`src/rtl/dco_fll_pkg.sv`:
```
// Shared types and default sizes for the DCO frequency-lock controller.
package dco_fll_pkg;

  localparam int unsigned DefaultCodeW     = 8;
  localparam int unsigned DefaultCntW      = 16;
  localparam int unsigned DefaultWinW      = 16;
  localparam int unsigned DefaultSettleCyc = 32;

  typedef enum logic [1:0] {
    StIdle,
    StSettle,
    StMeasure,
    StDecide
  } fll_state_e;

  typedef enum logic {
    PhSar,
    PhTrack
  } fll_phase_e;

endpackage

```
`src/rtl/dco_fll_ctrl_if.sv`:
```
// Control/status bundle between the system side and the DCO frequency-lock controller.
interface dco_fll_ctrl_if import dco_fll_pkg::*; #(
  parameter int unsigned CODE_W = DefaultCodeW,
  parameter int unsigned CNT_W  = DefaultCntW,
  parameter int unsigned WIN_W  = DefaultWinW
);

  logic              start;
  logic              track_en;
  logic [CNT_W-1:0]  target_cnt;
  logic [7:0]        tol;
  logic [WIN_W-1:0]  win_len;
  logic              dco_fb;
  logic [CODE_W-1:0] dco_code;
  logic [CNT_W-1:0]  meas_cnt;
  logic              busy;
  logic              done;
  logic              locked;
  logic              sat;

  modport master (
    output start, track_en, target_cnt, tol, win_len, dco_fb,
    input  dco_code, meas_cnt, busy, done, locked, sat
  );

  modport slave (
    input  start, track_en, target_cnt, tol, win_len, dco_fb,
    output dco_code, meas_cnt, busy, done, locked, sat
  );

endinterface

```
`src/rtl/dco_edge_counter.sv`:
```
// Synchronises the divided DCO feedback, detects rising edges and counts them with saturation.
module dco_edge_counter #(
  parameter int unsigned CNT_W = 16
) (
  input  logic             clk,
  input  logic             rst,
  input  logic             dco_fb_i,
  input  logic             clear_i,
  input  logic             enable_i,
  output logic [CNT_W-1:0] count_o
);

  logic             sync1_q, sync2_q, prev_q;
  logic             edge_seen;
  logic [CNT_W-1:0] cnt_q, cnt_d;

  assign edge_seen = sync2_q & ~prev_q;

  always_comb begin
    cnt_d = cnt_q;
    if (enable_i && edge_seen && (cnt_q != '1)) begin
      cnt_d = cnt_q + 1'b1;
    end
  end

  // Expose the running total including this cycle's edge so a load on the
  // last window cycle captures the whole window.
  assign count_o = cnt_d;

  always_ff @(posedge clk) begin
    if (rst) begin
      sync1_q <= 1'b0;
      sync2_q <= 1'b0;
      prev_q  <= 1'b0;
      cnt_q   <= '0;
    end else begin
      sync1_q <= dco_fb_i;
      sync2_q <= sync1_q;
      prev_q  <= sync2_q;
      cnt_q   <= clear_i ? '0 : cnt_d;
    end
  end

endmodule

```
`src/rtl/dco_fll_ctrl.sv`:
```
// DCO frequency-lock controller: SAR search over the DCO code, then optional +/-1 tracking
// against an edge count measured over a clk-cycle window.
module dco_fll_ctrl import dco_fll_pkg::*; #(
  parameter int unsigned CODE_W     = DefaultCodeW,
  parameter int unsigned CNT_W      = DefaultCntW,
  parameter int unsigned WIN_W      = DefaultWinW,
  parameter int unsigned SETTLE_CYC = DefaultSettleCyc
) (
  input logic           clk,
  input logic           rst,
  dco_fll_ctrl_if.slave bus
);

  localparam int unsigned      IdxW       = (CODE_W > 1) ? $clog2(CODE_W) : 1;
  localparam int unsigned      ExtW       = CNT_W + 1;
  localparam logic [WIN_W-1:0] SettleLast = WIN_W'(SETTLE_CYC - 1);
  localparam logic [IdxW-1:0]  IdxTop     = IdxW'(CODE_W - 1);

  fll_state_e        state_q, state_d;
  fll_phase_e        phase_q, phase_d;
  logic [CODE_W-1:0] code_q, code_d;
  logic [IdxW-1:0]   idx_q, idx_d;
  logic [WIN_W-1:0]  tmr_q, tmr_d;
  logic [WIN_W-1:0]  win_last;
  logic [CNT_W-1:0]  meas_q, meas_d;
  logic [CNT_W-1:0]  win_count;
  logic              locked_q, locked_d;
  logic              sat_q, sat_d;
  logic              done_pulse;
  logic              cnt_en, cnt_clear;
  logic [ExtW-1:0]   meas_ext, band_hi, band_lo;

  assign cnt_en    = (state_q == StMeasure);
  assign cnt_clear = ~cnt_en;

  dco_edge_counter #(
    .CNT_W(CNT_W)
  ) u_edge_counter (
    .clk      (clk),
    .rst      (rst),
    .dco_fb_i (bus.dco_fb),
    .clear_i  (cnt_clear),
    .enable_i (cnt_en),
    .count_o  (win_count)
  );

  // A zero window length behaves as a one-cycle window.
  assign win_last = (bus.win_len == '0) ? '0 : bus.win_len - 1'b1;

  // Dead-band in one extra bit so target+tol cannot wrap and the low edge clamps at zero.
  assign meas_ext = {1'b0, meas_q};
  assign band_hi  = {1'b0, bus.target_cnt} + ExtW'(bus.tol);
  assign band_lo  = ({1'b0, bus.target_cnt} > ExtW'(bus.tol)) ?
                    ({1'b0, bus.target_cnt} - ExtW'(bus.tol)) : '0;

  always_comb begin
    state_d    = state_q;
    phase_d    = phase_q;
    code_d     = code_q;
    idx_d      = idx_q;
    tmr_d      = tmr_q;
    meas_d     = meas_q;
    locked_d   = locked_q;
    sat_d      = sat_q;
    done_pulse = 1'b0;

    unique case (state_q)
      StIdle: begin
        if (bus.start) begin
          state_d            = StSettle;
          phase_d            = PhSar;
          code_d             = '0;
          code_d[CODE_W-1]   = 1'b1;
          idx_d              = IdxTop;
          tmr_d              = '0;
          locked_d           = 1'b0;
          sat_d              = 1'b0;
        end
      end

      StSettle: begin
        if (tmr_q == SettleLast) begin
          state_d = StMeasure;
          tmr_d   = '0;
        end else begin
          tmr_d = tmr_q + 1'b1;
        end
      end

      StMeasure: begin
        if (tmr_q == win_last) begin
          state_d = StDecide;
          tmr_d   = '0;
          meas_d  = win_count;
        end else begin
          tmr_d = tmr_q + 1'b1;
        end
      end

      StDecide: begin
        if (phase_q == PhSar) begin
          if (meas_q > bus.target_cnt) begin
            code_d[idx_q] = 1'b0;
          end
          if (idx_q != '0) begin
            code_d[idx_q - 1'b1] = 1'b1;
            idx_d                = idx_q - 1'b1;
            state_d              = StSettle;
          end else begin
            done_pulse = 1'b1;
            if (bus.track_en) begin
              phase_d = PhTrack;
              state_d = StSettle;
            end else begin
              state_d = StIdle;
            end
          end
        end else if (!bus.track_en) begin
          state_d = StIdle;
        end else begin
          state_d = StSettle;
          if (meas_ext > band_hi) begin
            locked_d = 1'b0;
            if (code_q == '0) begin
              sat_d = 1'b1;
            end else begin
              code_d = code_q - 1'b1;
              sat_d  = 1'b0;
            end
          end else if (meas_ext < band_lo) begin
            locked_d = 1'b0;
            if (code_q == '1) begin
              sat_d = 1'b1;
            end else begin
              code_d = code_q + 1'b1;
              sat_d  = 1'b0;
            end
          end else begin
            locked_d = 1'b1;
            sat_d    = 1'b0;
          end
        end
      end

      default: state_d = StIdle;
    endcase
  end

  always_ff @(posedge clk) begin
    if (rst) begin
      state_q  <= StIdle;
      phase_q  <= PhSar;
      code_q   <= '0;
      idx_q    <= '0;
      tmr_q    <= '0;
      meas_q   <= '0;
      locked_q <= 1'b0;
      sat_q    <= 1'b0;
    end else begin
      state_q  <= state_d;
      phase_q  <= phase_d;
      code_q   <= code_d;
      idx_q    <= idx_d;
      tmr_q    <= tmr_d;
      meas_q   <= meas_d;
      locked_q <= locked_d;
      sat_q    <= sat_d;
    end
  end

  assign bus.dco_code = code_q;
  assign bus.meas_cnt = meas_q;
  assign bus.busy     = (state_q != StIdle);
  assign bus.done     = done_pulse;
  assign bus.locked   = locked_q;
  assign bus.sat      = sat_q;

endmodule

```
`src/flat_wrapper.sv`:
```
// flat-port wrapper written by rule: the top's interface ports become plain ports
module dco_fll_ctrl_flat import dco_fll_pkg::*;
#(
  parameter int unsigned CODE_W     = DefaultCodeW,
  parameter int unsigned CNT_W      = DefaultCntW,
  parameter int unsigned WIN_W      = DefaultWinW,
  parameter int unsigned SETTLE_CYC = DefaultSettleCyc
)
  (clk, rst, bus_start, bus_track_en, bus_target_cnt, bus_tol, bus_win_len, bus_dco_fb, bus_dco_code, bus_meas_cnt, bus_busy, bus_done, bus_locked, bus_sat);
  dco_fll_ctrl_if #(.CODE_W(CODE_W), .CNT_W(CNT_W), .WIN_W(WIN_W)) bus_i ();
  input logic clk;
  input logic rst;
  input wire logic [$bits(bus_i.start)-1:0] bus_start;
  input wire logic [$bits(bus_i.track_en)-1:0] bus_track_en;
  input wire logic [$bits(bus_i.target_cnt)-1:0] bus_target_cnt;
  input wire logic [$bits(bus_i.tol)-1:0] bus_tol;
  input wire logic [$bits(bus_i.win_len)-1:0] bus_win_len;
  input wire logic [$bits(bus_i.dco_fb)-1:0] bus_dco_fb;
  output wire logic [$bits(bus_i.dco_code)-1:0] bus_dco_code;
  output wire logic [$bits(bus_i.meas_cnt)-1:0] bus_meas_cnt;
  output wire logic [$bits(bus_i.busy)-1:0] bus_busy;
  output wire logic [$bits(bus_i.done)-1:0] bus_done;
  output wire logic [$bits(bus_i.locked)-1:0] bus_locked;
  output wire logic [$bits(bus_i.sat)-1:0] bus_sat;
  assign bus_i.start = bus_start;
  assign bus_i.track_en = bus_track_en;
  assign bus_i.target_cnt = bus_target_cnt;
  assign bus_i.tol = bus_tol;
  assign bus_i.win_len = bus_win_len;
  assign bus_i.dco_fb = bus_dco_fb;
  assign bus_dco_code = bus_i.dco_code;
  assign bus_meas_cnt = bus_i.meas_cnt;
  assign bus_busy = bus_i.busy;
  assign bus_done = bus_i.done;
  assign bus_locked = bus_i.locked;
  assign bus_sat = bus_i.sat;
  dco_fll_ctrl #(.CODE_W(CODE_W), .CNT_W(CNT_W), .WIN_W(WIN_W), .SETTLE_CYC(SETTLE_CYC)) u_core (.clk(clk), .rst(rst), .bus(bus_i));
endmodule
```
`config.mk`:
```
export PLATFORM = sky130hd
export DESIGN_NAME = dco_fll_ctrl_flat
export DESIGN_NICKNAME = d
export VERILOG_FILES = /design/src/rtl/dco_fll_pkg.sv /design/src/rtl/dco_fll_ctrl_if.sv /design/src/rtl/dco_edge_counter.sv /design/src/rtl/dco_fll_ctrl.sv /design/src/flat_wrapper.sv
export SDC_FILE = /design/constraint.sdc
export NUM_CORES = 1
export LEC_CHECK = 0
export ABC_AREA = 1
export CAP_MARGIN = 20
export CELL_PAD_IN_SITES_DETAIL_PLACEMENT = 1
export CELL_PAD_IN_SITES_GLOBAL_PLACEMENT = 1
export CORE_MARGIN = 2
export CORE_UTILIZATION = 37
export CTS_CLUSTER_DIAMETER = 50
export DETAILED_ROUTE_END_ITERATION = 10
export PLACE_DENSITY_LB_ADDON = 0.1
export SYNTH_ARGS = -nofsm -noshare
export SYNTH_HDL_FRONTEND = slang
export SYNTH_HIERARCHICAL = 1
export SYNTH_SLANG_ARGS = --single-unit
export TNS_END_PERCENT = 30
```
`constraint.sdc`:
```
create_clock -name clk -period 4.5 [get_ports clk]
set_input_delay 0.45 -clock clk [delete_from_list [all_inputs] [get_ports clk]]
set_output_delay 0.45 -clock clk [all_outputs]
set_load 0.05 [all_outputs]
```
# Word-level counts from Yosys, hierarchy flattened
# Index checks and enable logic that the tools add are counted.
# totals
reg_bits	67
in_bits	45
out_inout_bits	28
elab_cells	125
# op_classes
add_sub_neg	8
magnitude_cmp	8
eq_ne	18
mux	54
bitwise_logic	6
n_reduce_logical	19
# op_table
cell	count
2-to-1 mux 8 bit	11
2-to-1 mux 16 bit	5
case mux 16 bit (3 select lines)	1
adder 16 x 1 -> 16 bit, second input constant	2
2-to-1 mux 1 bit	20
adder 16 x 8 -> 17 bit	1
> comparator 16 x 17 -> 1 bit	1
less-than comparator 16 x 17 -> 1 bit	1
2-to-1 mux 17 bit	1
subtractor 16 x 8 -> 17 bit	1
== test 16 bit	1
== test 16 x 5 -> 1 bit, second input constant	1
> comparator 16 bit	1
> comparator 16 x 8 -> 1 bit	1
logical NOT 16 bit	1
inequality test 16 bit, second input constant	1
case mux 8 bit (2 select lines)	1
subtractor 16 x 1 -> 16 bit, second input constant	1
inequality test 4 bit, second input constant	3
2-to-1 mux 2 bit	5
2-to-1 mux 3 bit	3
adder 8 x 1 -> 8 bit, second input constant	1
AND 8 bit	1
== test 8 bit, second input constant	1
27 further kinds	47

# Logic depth before layout (Yosys ltp)
# logic_depth
ltp_word	13
depth_mapped	37
mapped_depth_nobuf	36

# Cells and area by module
# Netlist, hierarchy kept.
# by_module_without_submodules
module	instances	cells_per_inst	area_per_inst_um2
dco_fll_ctrl	1	993	6032.0
dco_edge_counter	1	184	1168.6

# Least setup slack after synthesis
# Ideal clock, no wire load.
# synth_timing
path_type	input-to-reg
start	input bus_tol[2]
end	register u_core.code_q[6] (netlist: u_core/bus.dco_code[6])
arrival_time_ns	4.624
t_required_ns	4.385
slack_ns	-0.239
stages	34
cell_sequence	inv_1 ha_1 clkbuf_1 inv_1 nand3_1 nand2_1 a21oi_1 o21ai_0 nand2_1 nand2_1 nand2_1 a21oi_1 nand3b_1 nor2_1 xor2_1 ha_1 nand2_1 nor4_1 a21oi_2 nand2_1 inv_1 fa_1 nand2_1 inv_1 o21a_1 o21ai_0 nand2_1 a21oi_1 xor2_1 nand2_1 nand3_1 nand2_1 nand2_1 nor2_1
# synth_between
elab_chain_cells	6
# synth_rtl
element	line_no	source
start: declaration	flat_wrapper.sv:16	input wire logic [$bits(bus_i.tol)-1:0] bus_tol;
adder 16 x 8 -> 17 bit	dco_fll_ctrl.sv:52	assign band_hi = {1'b0, bus.target_cnt} + ExtW'(bus.tol);
> comparator 16 x 17 -> 1 bit	dco_fll_ctrl.sv:122	if (meas_ext > band_hi) begin
2-to-1 mux 8 bit	dco_fll_ctrl.sv:122	
2-to-1 mux 8 bit	dco_fll_ctrl.sv:118	end else if (!bus.track_en) begin
2-to-1 mux 8 bit	dco_fll_ctrl.sv:101	if (phase_q == PhSar) begin
case mux 8 bit (2 select lines)	dco_fll_ctrl.sv:67	unique case (state_q)
end signal: assignment	dco_fll_ctrl.sv:162	code_q <= code_d;
end: declaration	dco_fll_ctrl.sv:21	logic [CODE_W-1:0] code_q, code_d;
# Several ways; a longest one is shown, not always the timed one. The select of a mux whose other input is x is not followed.
# A chain may end at the register's enable or synchronous reset.

# Worst setup path in the final report
# layout_timing
start	input bus_tol[1]
end	register u_core.code_q[6] (netlist: u_core/bus.dco_code[6])
# Same word-level chain as after synthesis.

==> impl_metrics.env <==
export IMPL_cts_root_buffer="clkbuf_16"
export IMPL_gr_total_overflow=0
export IMPL_die_w_um=144
export IMPL_firstDrtPassIters=5
export IMPL_synth_most_common_cell="nand2_1"
export IMPL_synth_warnings=6
export IMPL_antenna_cells=0
export IMPL_antenna_found_initial=0
export IMPL_worst_slack_ps=70.9
export IMPL_netSwitchingPower_mw=1.35
export IMPL_worstPathRequired_ps=4740
export IMPL_syn_inst=1177
export IMPL_netlist_area_mm2=0.00720
export IMPL_maxCapViolCount=0
export IMPL_cp_max_fo=3
export IMPL_vdd_drop_max_uv=181
export IMPL_core_region_area_mm2=0.0193
export IMPL_ys_ff_latch=67
export IMPL_worst_hold_slack_ps=402
export IMPL_final_layout_size_suffix_gt1_frac=0.174
export IMPL_worstMarginPinSlew_ps=651
export IMPL_place_ws_ps=-785
export IMPL_grt_max_degree=42
export IMPL_port_buffer_count=72
export IMPL_ys_top_cells_by_area="dfxtp_1 19%, nand2_1 16%, ha_1 14%"
export IMPL_leakage_nw=4.59
export IMPL_pwr_share_clk=0.231
export IMPL_critical_path_top_delay_family="simple AND/OR/NAND/NOR gates"
export IMPL_fp_row_count=51
export IMPL_routedWlPerCell_um=15.4
export IMPL_drt_iter0_markers=333
export IMPL_grt_pass1_wl_um=40300
export IMPL_area_delta_synth_final_pct=32.4
export IMPL_final_nets=1462
export IMPL_max_stage_delay_ps=350
export IMPL_clock_path_buffers=2
export IMPL_setup_tns_ps=0
export IMPL_grt_usage=0.242
export IMPL_synth_top_area_frac=0.186
export IMPL_crit_type="primary input to register"
export IMPL_dieHeight_um=144
export IMPL_cts_num_sinks=67
export IMPL_p_int_mw=1.57
export IMPL_synth_net_count=1303
export IMPL_combPwrFrac=0.502
export IMPL_placed_cell_area_mm2=0.00872
export IMPL_fmax_ghz=0.226
export IMPL_slowest_stage="fa_2"
export IMPL_crit_arrival_ps=4670
export IMPL_p_seq_frac=0.267
export IMPL_fill_cells=2615
export IMPL_final_area_mm2=0.00953
export IMPL_status="finished, final reports clean"
export IMPL_ys_seq_area_frac=0.186
export IMPL_grt_setup_unrepaired="true"
export IMPL_start_kind="primary input"
export IMPL_finClkSkew_ps=11.1
export IMPL_pwr_density_cell_mw_per_mm2=306
export IMPL_dpl_hpwl_um=19000
export IMPL_synth_top_area_cell="dfxtp_1"
export IMPL_io_pins=73
export IMPL_setup_viol=0
export IMPL_period_share=0.984
export IMPL_p_total_mw=2.92
export IMPL_clock_latency_ps=340
export IMPL_drt_vias_per_instance=5.08
export IMPL_relSlewSlack=0.560
export IMPL_synth_cell_types=48
export IMPL_slew_violations=0
export IMPL_synth_common_cells="300 x nand2_1, 177 x inv_1, 115 x nand3_1"
export IMPL_cts_tree="yes"
export IMPL_vias=8165
export IMPL_hp_class="register to register"
export IMPL_async_reset_ff_frac=0
export IMPL_gp_congestion=0.901
export IMPL_initial_core_util=0.374
export IMPL_ys_flop_type="dfxtp_1"
export IMPL_fin_crit_ps=4430
export IMPL_drc=0
export IMPL_synth_edf_count=0
export IMPL_crit_top_cell="nand2_2"
export IMPL_grt_pass1_vias=8259
export IMPL_crit_buf_inv=6
export IMPL_switching_share=0.463
export IMPL_avgSynthCellArea_um2=6.12
export IMPL_routed_wl_um=24700
export IMPL_numCtsBuffers=9
export IMPL_h_tree_depth=3
export IMPL_drt_antenna_violating_nets=0
export IMPL_hold_buffers=0
export IMPL_clk_pin_slew_ps=70
export IMPL_dieArea_mm2=0.0206
export IMPL_hold_viol_final=0
export IMPL_crit_path_end_kind="register"
## tightest hold or removal path, stage by stage (launching register included)
cell and delay, ps:
dfxtp_1 290, inv_1 40, nor2_1 30
## state kept, by name (all words and copies together), names as in the netlist
| signal | cells |
|---|---|
| u_core/bus.meas_cnt | 16 |
| u_core/u_edge_counter/sync2_q | 1 |
| u_core/u_edge_counter/sync1_q | 1 |
| u_core/bus.locked | 1 |
| u_core/u_edge_counter/prev_q | 1 |
| u_core/u_edge_counter/cnt_q | 16 |
| u_core/state_q | 2 |
| u_core/bus.sat | 1 |
| u_core/tmr_q | 16 |
| u_core/bus.dco_code | 8 |
| u_core/idx_q | 3 |
| u_core/phase_q | 1 |
## layout make-up
cell class | instances | area [um^2] | share of cell area
sequential | 67 | 1340 | 0.141
timing repair buffer | 177 | 1530 | 0.161
clock inverter | 7 | 53.8 | 0.00564
multi-input combinational | 902 | 5360 | 0.562
clock buffer | 9 | 225 | 0.0236
tap | 265 | 332 | 0.0348
inverter | 179 | 689 | 0.0723
## metal layers
metal  wire length (um)  global-route usage  share of wire  vias up
met4                302              0.0506          0.012        0
met3                702              0.0280          0.028       26
li1                   -                   -              -     4164
met1              11400               0.312           0.46     3861
met5                  0                   0              0        -
met2              12400               0.434           0.50      114
## layout by cell type (no fill, tap or decap), types with 12 or more instances in the layout
master           Yosys  final
nand4_1             27     27
ha_1                78     65
nor2_1             107    102
nand3_1            115    113
a21oi_1             89     77
nand2_2              5     16
nor3_1              15     14
a21oi_2              2     12
o21ai_0             57     52
clkdlybuf4s50_1      0     56
nor2_2               8     12
inv_1              177    167
dfxtp_1             67     67
buf_4                0     98
xor2_1              26     26
nand2_1            300    289
## final timing paths
path                            startpoint                             to  slack (ps)  depth (start not counted)
min reg2reg  u_core/u_edge_counter/sync1_q  u_core/u_edge_counter/sync2_q         400                          2
max reg2reg         u_core/bus.meas_cnt[6]         u_core/bus.dco_code[6]        1210                         23
max                             bus_tol[1]         u_core/bus.dco_code[6]          70                         35
min          u_core/u_edge_counter/sync1_q  u_core/u_edge_counter/sync2_q         400                          2
## power by group through the flow
stage	Clock, mW	Combinational, mW	Sequential, mW
final	0.673	1.46	0.780
after global routing	0.717	1.62	0.789
after CTS	0.697	1.42	0.775
after detailed placement	0	1.36	0.784
after global placement	0	1.33	0.783
after floorplan	0	0.786	0.856
## what timing repair did
item                       CTS  global route
setup endpoints to repair    5             8
buffers inserted            19             9
resized for setup           68            50
pin swaps                   29            40
## metrics by stage
stage,instances,util
after floorplan,1177,-
after global placement,1562,0.452
after detailed placement,1562,0.452
after CTS,1597,0.483
after global routing,1606,0.495
final,1606,0.495
## cells by family (layout without fill, tap and decap cells)
kind of cell               Yosys count  after routing  synth area share
xor gates and xnor gates            27             27            0.0328
adders and majority gates           81             81             0.144
DFF                                 67             67             0.186
AOI/OAI and AO/OA                  180            180             0.137
and+or+nand+nor                    614            614             0.386
buffers and inverters              208            372             0.114
No activity file was read; power rests on OpenSTA's default activity.
==> RTL change 1, RTL diff (same flow settings) <==
Set the package constant `DefaultCodeW` to 4 (it was 8).
--- a/src/rtl/dco_fll_pkg.sv
+++ b/src/rtl/dco_fll_pkg.sv
@@ -1,7 +1,7 @@
 // Shared types and default sizes for the DCO frequency-lock controller.
 package dco_fll_pkg;
 
-  localparam int unsigned DefaultCodeW     = 8;
+  localparam int unsigned DefaultCodeW     = 4;
   localparam int unsigned DefaultCntW      = 16;
   localparam int unsigned DefaultWinW      = 16;
   localparam int unsigned DefaultSettleCyc = 32;
Interface: changed (resized bus_dco_code); port bits go from 73 to 69. The function was not compared with the original's and may differ.
==> RTL change 1 against the unedited design <==
  * Critical path depth decreased by 11
  * Final cell count decreased by 13%
  * Sequential cell count decreased by 5
  * Final area decreased by 13%
  * Routed wire length decreased by 14%
  * Power decreased by 22%
  * Synthesized cell count decreased by 11%
  * Clock skew decreased by 0.0036 ns
  * Hold slack improved by 0.00060 ns
  * First-iteration DRC count decreased by 8.1%
  * Clock power decreased by 4.6%
  * Area after synthesis decreased by 9.3%
  * Setup slack improved by 0.14 ns
  * Count of clock-buffer cells in the layout unchanged
  * Critical path type unchanged
==> RTL change 1: results (changes against the unedited design) <==
[outcome]
status=finished clean

[logic_synthesis]
synth_xor_area_frac=0.0429  ; +0.0101
synth_compound_area_frac=0.139  ; +0.00146
synth-seq-area-share=0.190  ; +0.00384
synth_cells=1052  ; -11%
synth_fa_ha_area_frac=0.155  ; +0.0110
synthesis.nets=1176  ; -9.7%
ys_types=42  ; -13%
synth_area_leaders=dfxtp_1 (19%), ha_1 (15%), nand2_1 (14%), inv_1 (9.3%), nand3_1 (7.1%)

[detailed_routing]
vias_per_cell=5.15  ; +1.3%
drt_iter0_drc=306  ; -8.1%

[sta]
worstMarginPinSlew_ns=1.06  ; +0.410 ns
fin_skew_ns=0.00753  ; -0.00361 ns

[cells_and_area]
stdcell_count=1402  ; -13%
num-nets-final=1296  ; -11%
syn2layout_area_growth_pct=26.9
drive_above_1_share=0.126  ; -0.0480

[grt]
track_usage=0.235  ; -0.00682
grt_max_degree=33  ; -21%
grt_pass1_vias=7134  ; -14%

[worst_setup_path]
timing.rr.end=u_core/bus.dco_code[3]
crit_family=compound AO/OA/AOI/OAI gates
crit_slowest_cell=clkdlybuf4s50_1
ff2ff_path_depth=21  ; -8.7%
critPathMaxStageDelay_ns=0.43  ; +0.08 ns

[placement]
io_buffer_count=68  ; -5.6%
place_congestion=0.855  ; -5.1%
place_area_um2=7800  ; -10%

==> RTL change 1: cell type report <==
class                           instances  area share
Multi-Input combinational cell        800       0.566
Sequential cell                        62       0.150
Inverter                              165      0.0750
Clock buffer                            9      0.0272
Tap cell                              225      0.0340
Timing Repair Buffer                  134       0.142
Clock inverter                          7     0.00619
==> RTL change 1: kinds of logic after synthesis <==
group | Yosys count
xor gates and xnor gates | 32
AOI/OAI and AO/OA | 167
DFF | 62
adders and majority gates | 79
and+or+nand+nor | 522
buffers and inverters | 190
==> RTL change 1: routing by layer <==
layer  share of wire  track usage  vias to the layer above
met5               0            0                        -
met4           0.017       0.0687                        0
met3           0.025       0.0230                       23
met2            0.46        0.384                      106
met1            0.50        0.328                     3412
li1                -            -                     3677
==> RTL change 1: where the power goes <==
part	internal (mW)	leakage (nW)	switching [mW]
registers	0.592	0.502	0.0758
clock network	0.372	0.120	0.270
logic	0.366	3.31	0.613
==> RTL change 1: worst max-delay path by stage <==
stage | start | slack (ns) | to
finish | bus_target_cnt[0] | 0.21 | u_core/bus.dco_code[2]
global route | bus_target_cnt[1] | -0.07 | u_core/bus.dco_code[3]
CTS | bus_tol[2] | 0.004 | u_core/bus.dco_code[3]
detailed placement | bus_tol[5] | -0.36 | u_core/bus.dco_code[3]
global placement | bus_tol[2] | -0.12 | u_core/bus.dco_code[3]
floorplan | bus_tol[2] | 0.41 | u_core/bus.dco_code[3]
==> RTL change 1: repair_timing <==
action,in CTS,in global routing
pin swaps,0,19
endpoints found under the hold margin,0,0
gates cloned,0,0
resized for setup,2,38
setup buffers,0,6
endpoints found under the setup margin,1,4
==> RTL change 2, RTL diff (config.mk and constraints unchanged) <==
Made on the original files. The 4 states of `fll_state_e` get a Gray code encoding in 2 bits.
--- a/src/rtl/dco_fll_pkg.sv
+++ b/src/rtl/dco_fll_pkg.sv
@@ -7,10 +7,10 @@
   localparam int unsigned DefaultSettleCyc = 32;
 
   typedef enum logic [1:0] {
-    StIdle,
-    StSettle,
-    StMeasure,
-    StDecide
+    StIdle    = 2'b00,
+    StSettle  = 2'b01,
+    StMeasure = 2'b11,
+    StDecide  = 2'b10
   } fll_state_e;
 
   typedef enum logic {
Check against the original RTL: same outputs for any inputs over 10 cycles, from zero or initial values and one cycle with rst high; not proved beyond that.
==> RTL change 2 against the unedited design <==
  * Critical path type unchanged
  * Sequential cell count unchanged
  * Routed wire length down 4.6%
  * Setup slack better by 0.19 ns
  * Highest routed layer unchanged
  * Final cell count down 1.5%
  * Final area down 0.43%
  * Area after synthesis up 0.42%
Power is not compared: it rests on default switching activity, and its combinational part moved more than twofold at a synthesized area within 25%.
==> RTL change 2: results (changes against the unedited design) <==
[worst_setup_path]
reg2reg_from=u_core/bus.meas_cnt[4]
worstPathArrival_ns=4.46  ; -0.21 ns
crit_family=simple AND/OR/NAND/NOR gates
rrSetupSlack_ns=1.29  ; +0.08 ns
critPathMaxStageDelay_ns=0.29  ; -0.06 ns
cp-startpoint=bus_tol[5]
crit_slowest_cell=ha_1
ff2ff_path_depth=26  ; +13%
critPathMaxFanout=6  ; +3
timing.rr.end=u_core/bus.dco_code[5]

[logic_synthesis]
yosysWarnings=6  ; unchanged
ys_types=52  ; +8.3%
synthesis.nets=1296  ; -0.54%
synth_area_leaders=dfxtp_1 (19%), nand2_1 (14%), ha_1 (13%), inv_1 (9.7%), nand3_1 (8.2%)
synthArstFlopShare=0  ; unchanged
yosys-top-cells-count=nand2_1 (277), inv_1 (186), nand3_1 (119), nor2_1 (111), ha_1 (74)
synthFlopType=dfxtp_1
yosys.area.top_type_share=0.185  ; -0.000774
synth-seq-area-share=0.185  ; -0.000774

[grt]
antenna_found_initial=0  ; unchanged
grt_pass1_wl_mm=39.0  ; -3.3%
track_usage=0.233  ; -0.00891
grt_max_degree=35  ; -17%
grt_pass1_vias=8129  ; -1.6%

[outcome]
status=finished clean

[power]
p_leak_nw=4.66
vdd_ir_drop_max_mv=0.179

[clock_network]
clk_latency_ns=0.33
cts_made_buffers=9  ; unchanged
cts_max_path_buffers=2  ; unchanged
cts_root_buf=clkbuf_16
cts.clk_slew.worst_paths_ns=0.06
cts-htree-levels=3  ; unchanged

[detailed_routing]
dr.pass1.iters=4  ; -1
vias_per_cell=5.06  ; -0.55%
wl_per_cell_um=14.9  ; -3.2%
drt_iter0_drc=284  ; -15%

[placement]
io_buffer_count=72  ; unchanged
place_congestion=0.866  ; -3.9%
place_area_um2=8710  ; -0.14%
place_hpwl_mm=18.4  ; -2.8%

[hold_path]
min_to=u_core/u_edge_counter/sync2_q
min-delay-start=u_core/u_edge_counter/sync1_q
hold_path_depth=2  ; unchanged
hp-class=register to register

[cells_and_area]
final.fill_count=2610  ; -0.19%
drive_above_1_share=0.164  ; -0.00974
num-nets-final=1435  ; -1.8%
antenna_cells=0  ; unchanged

[sta]
relSlewSlack=0.397  ; -0.163
fin_skew_ns=0.00349  ; -0.00766 ns

==> RTL change 2: cell types whose count changed in the layout (fill, tap and decap cells not counted), sizes merged, moves of 8 or more <==
| cell | unedited run | this run |
|---|---|---|
| a21oi | 91 | 65 |
| buf | 109 | 86 |
| nand2 | 309 | 286 |
| inv | 179 | 191 |
| xor2 | 26 | 38 |
| dlymetal6s2s | 3 | 12 |
| nand3 | 119 | 127 |
==> RTL change 2: layout make-up <==
type,count,area [um2],area share
Inverter,195,739,0.0779
Sequential cell,67,1340,0.141
Timing Repair Buffer,158,1400,0.148
Multi-Input combinational cell,882,5370,0.565
Clock buffer,12,267,0.0281
Tap cell,265,332,0.0349
Clock inverter,3,46.3,0.00488
==> RTL change 2: cells by family after synthesis <==
logic type | after synthesis | synth area share
AO/OA/AOI/OAI | 164 | 0.128
buffers and inverters | 225 | 0.122
flip-flops | 67 | 0.185
XOR/XNOR | 43 | 0.0521
AND/OR/NAND/NOR | 598 | 0.376
adder cells (fa/ha/maj) | 77 | 0.136
==> RTL change 2: worst min-delay path, stage by stage (launching register included) <==
cell,delay [ns]
dfxtp_1,0.29
inv_1,0.04
nor2_1,0.03
==> RTL change 2: worst max path at each step <==
stage,cells past startpoint,slack (ns),endpoint
2_1_floorplan,33,0.15,u_core/bus.dco_code[6]
6_report,33,0.26,u_core/bus.dco_code[7]
5_1_grt,31,-0.17,u_core/bus.dco_code[5]
3_3_place_gp,31,-0.72,u_core/bus.dco_code[6]
4_1_cts,33,-0.01,u_core/bus.dco_code[6]
3_5_place_dp,33,-0.90,u_core/bus.dco_code[7]
==> RTL change 2: through the flow <==
stage | TNS (ns) | hold WS (ns) | util | setup WS [ns] | std cells
after floorplan | 0 | 0.388 | - | 0.147 | 1174
after global placement | -3.83 | 0.392 | 0.450 | -0.718 | 1555
after detailed placement | -4.93 | 0.400 | 0.450 | -0.901 | 1556
after CTS | -0.00976 | 0.405 | 0.480 | -0.00976 | 1578
after global routing | -0.221 | 0.424 | 0.491 | -0.170 | 1582
final | 0 | 0.404 | 0.491 | 0.264 | 1582
==> RTL change 2: timing repair <==
action                                 CTS  global route
setup endpoints to repair                6            10
endpoints found under the hold margin    0             0
buffers inserted                         7             4
gates resized for setup                 47            60
pin swaps                               16            40
==> RTL change 2: routing by layer <==
layer,vias to the layer above,part of all wire,global-route usage
li1,4067,-,-
met1,3818,0.46,0.293
met2,93,0.50,0.424
met3,21,0.022,0.0303
met4,0,0.013,0.0485
met5,-,0,0
==> RTL change 2: report_power, final <==
group | total (mW) | leakage, nW | switching, mW | internal (mW)
clock network | 0.743 | 0.151 | 0.271 | 0.472
registers | 0.641 | 0.543 | 0.0308 | 0.610
logic | 0.630 | 3.96 | 0.367 | 0.262
total | 2.01 | 4.66 | 0.669 | 1.34
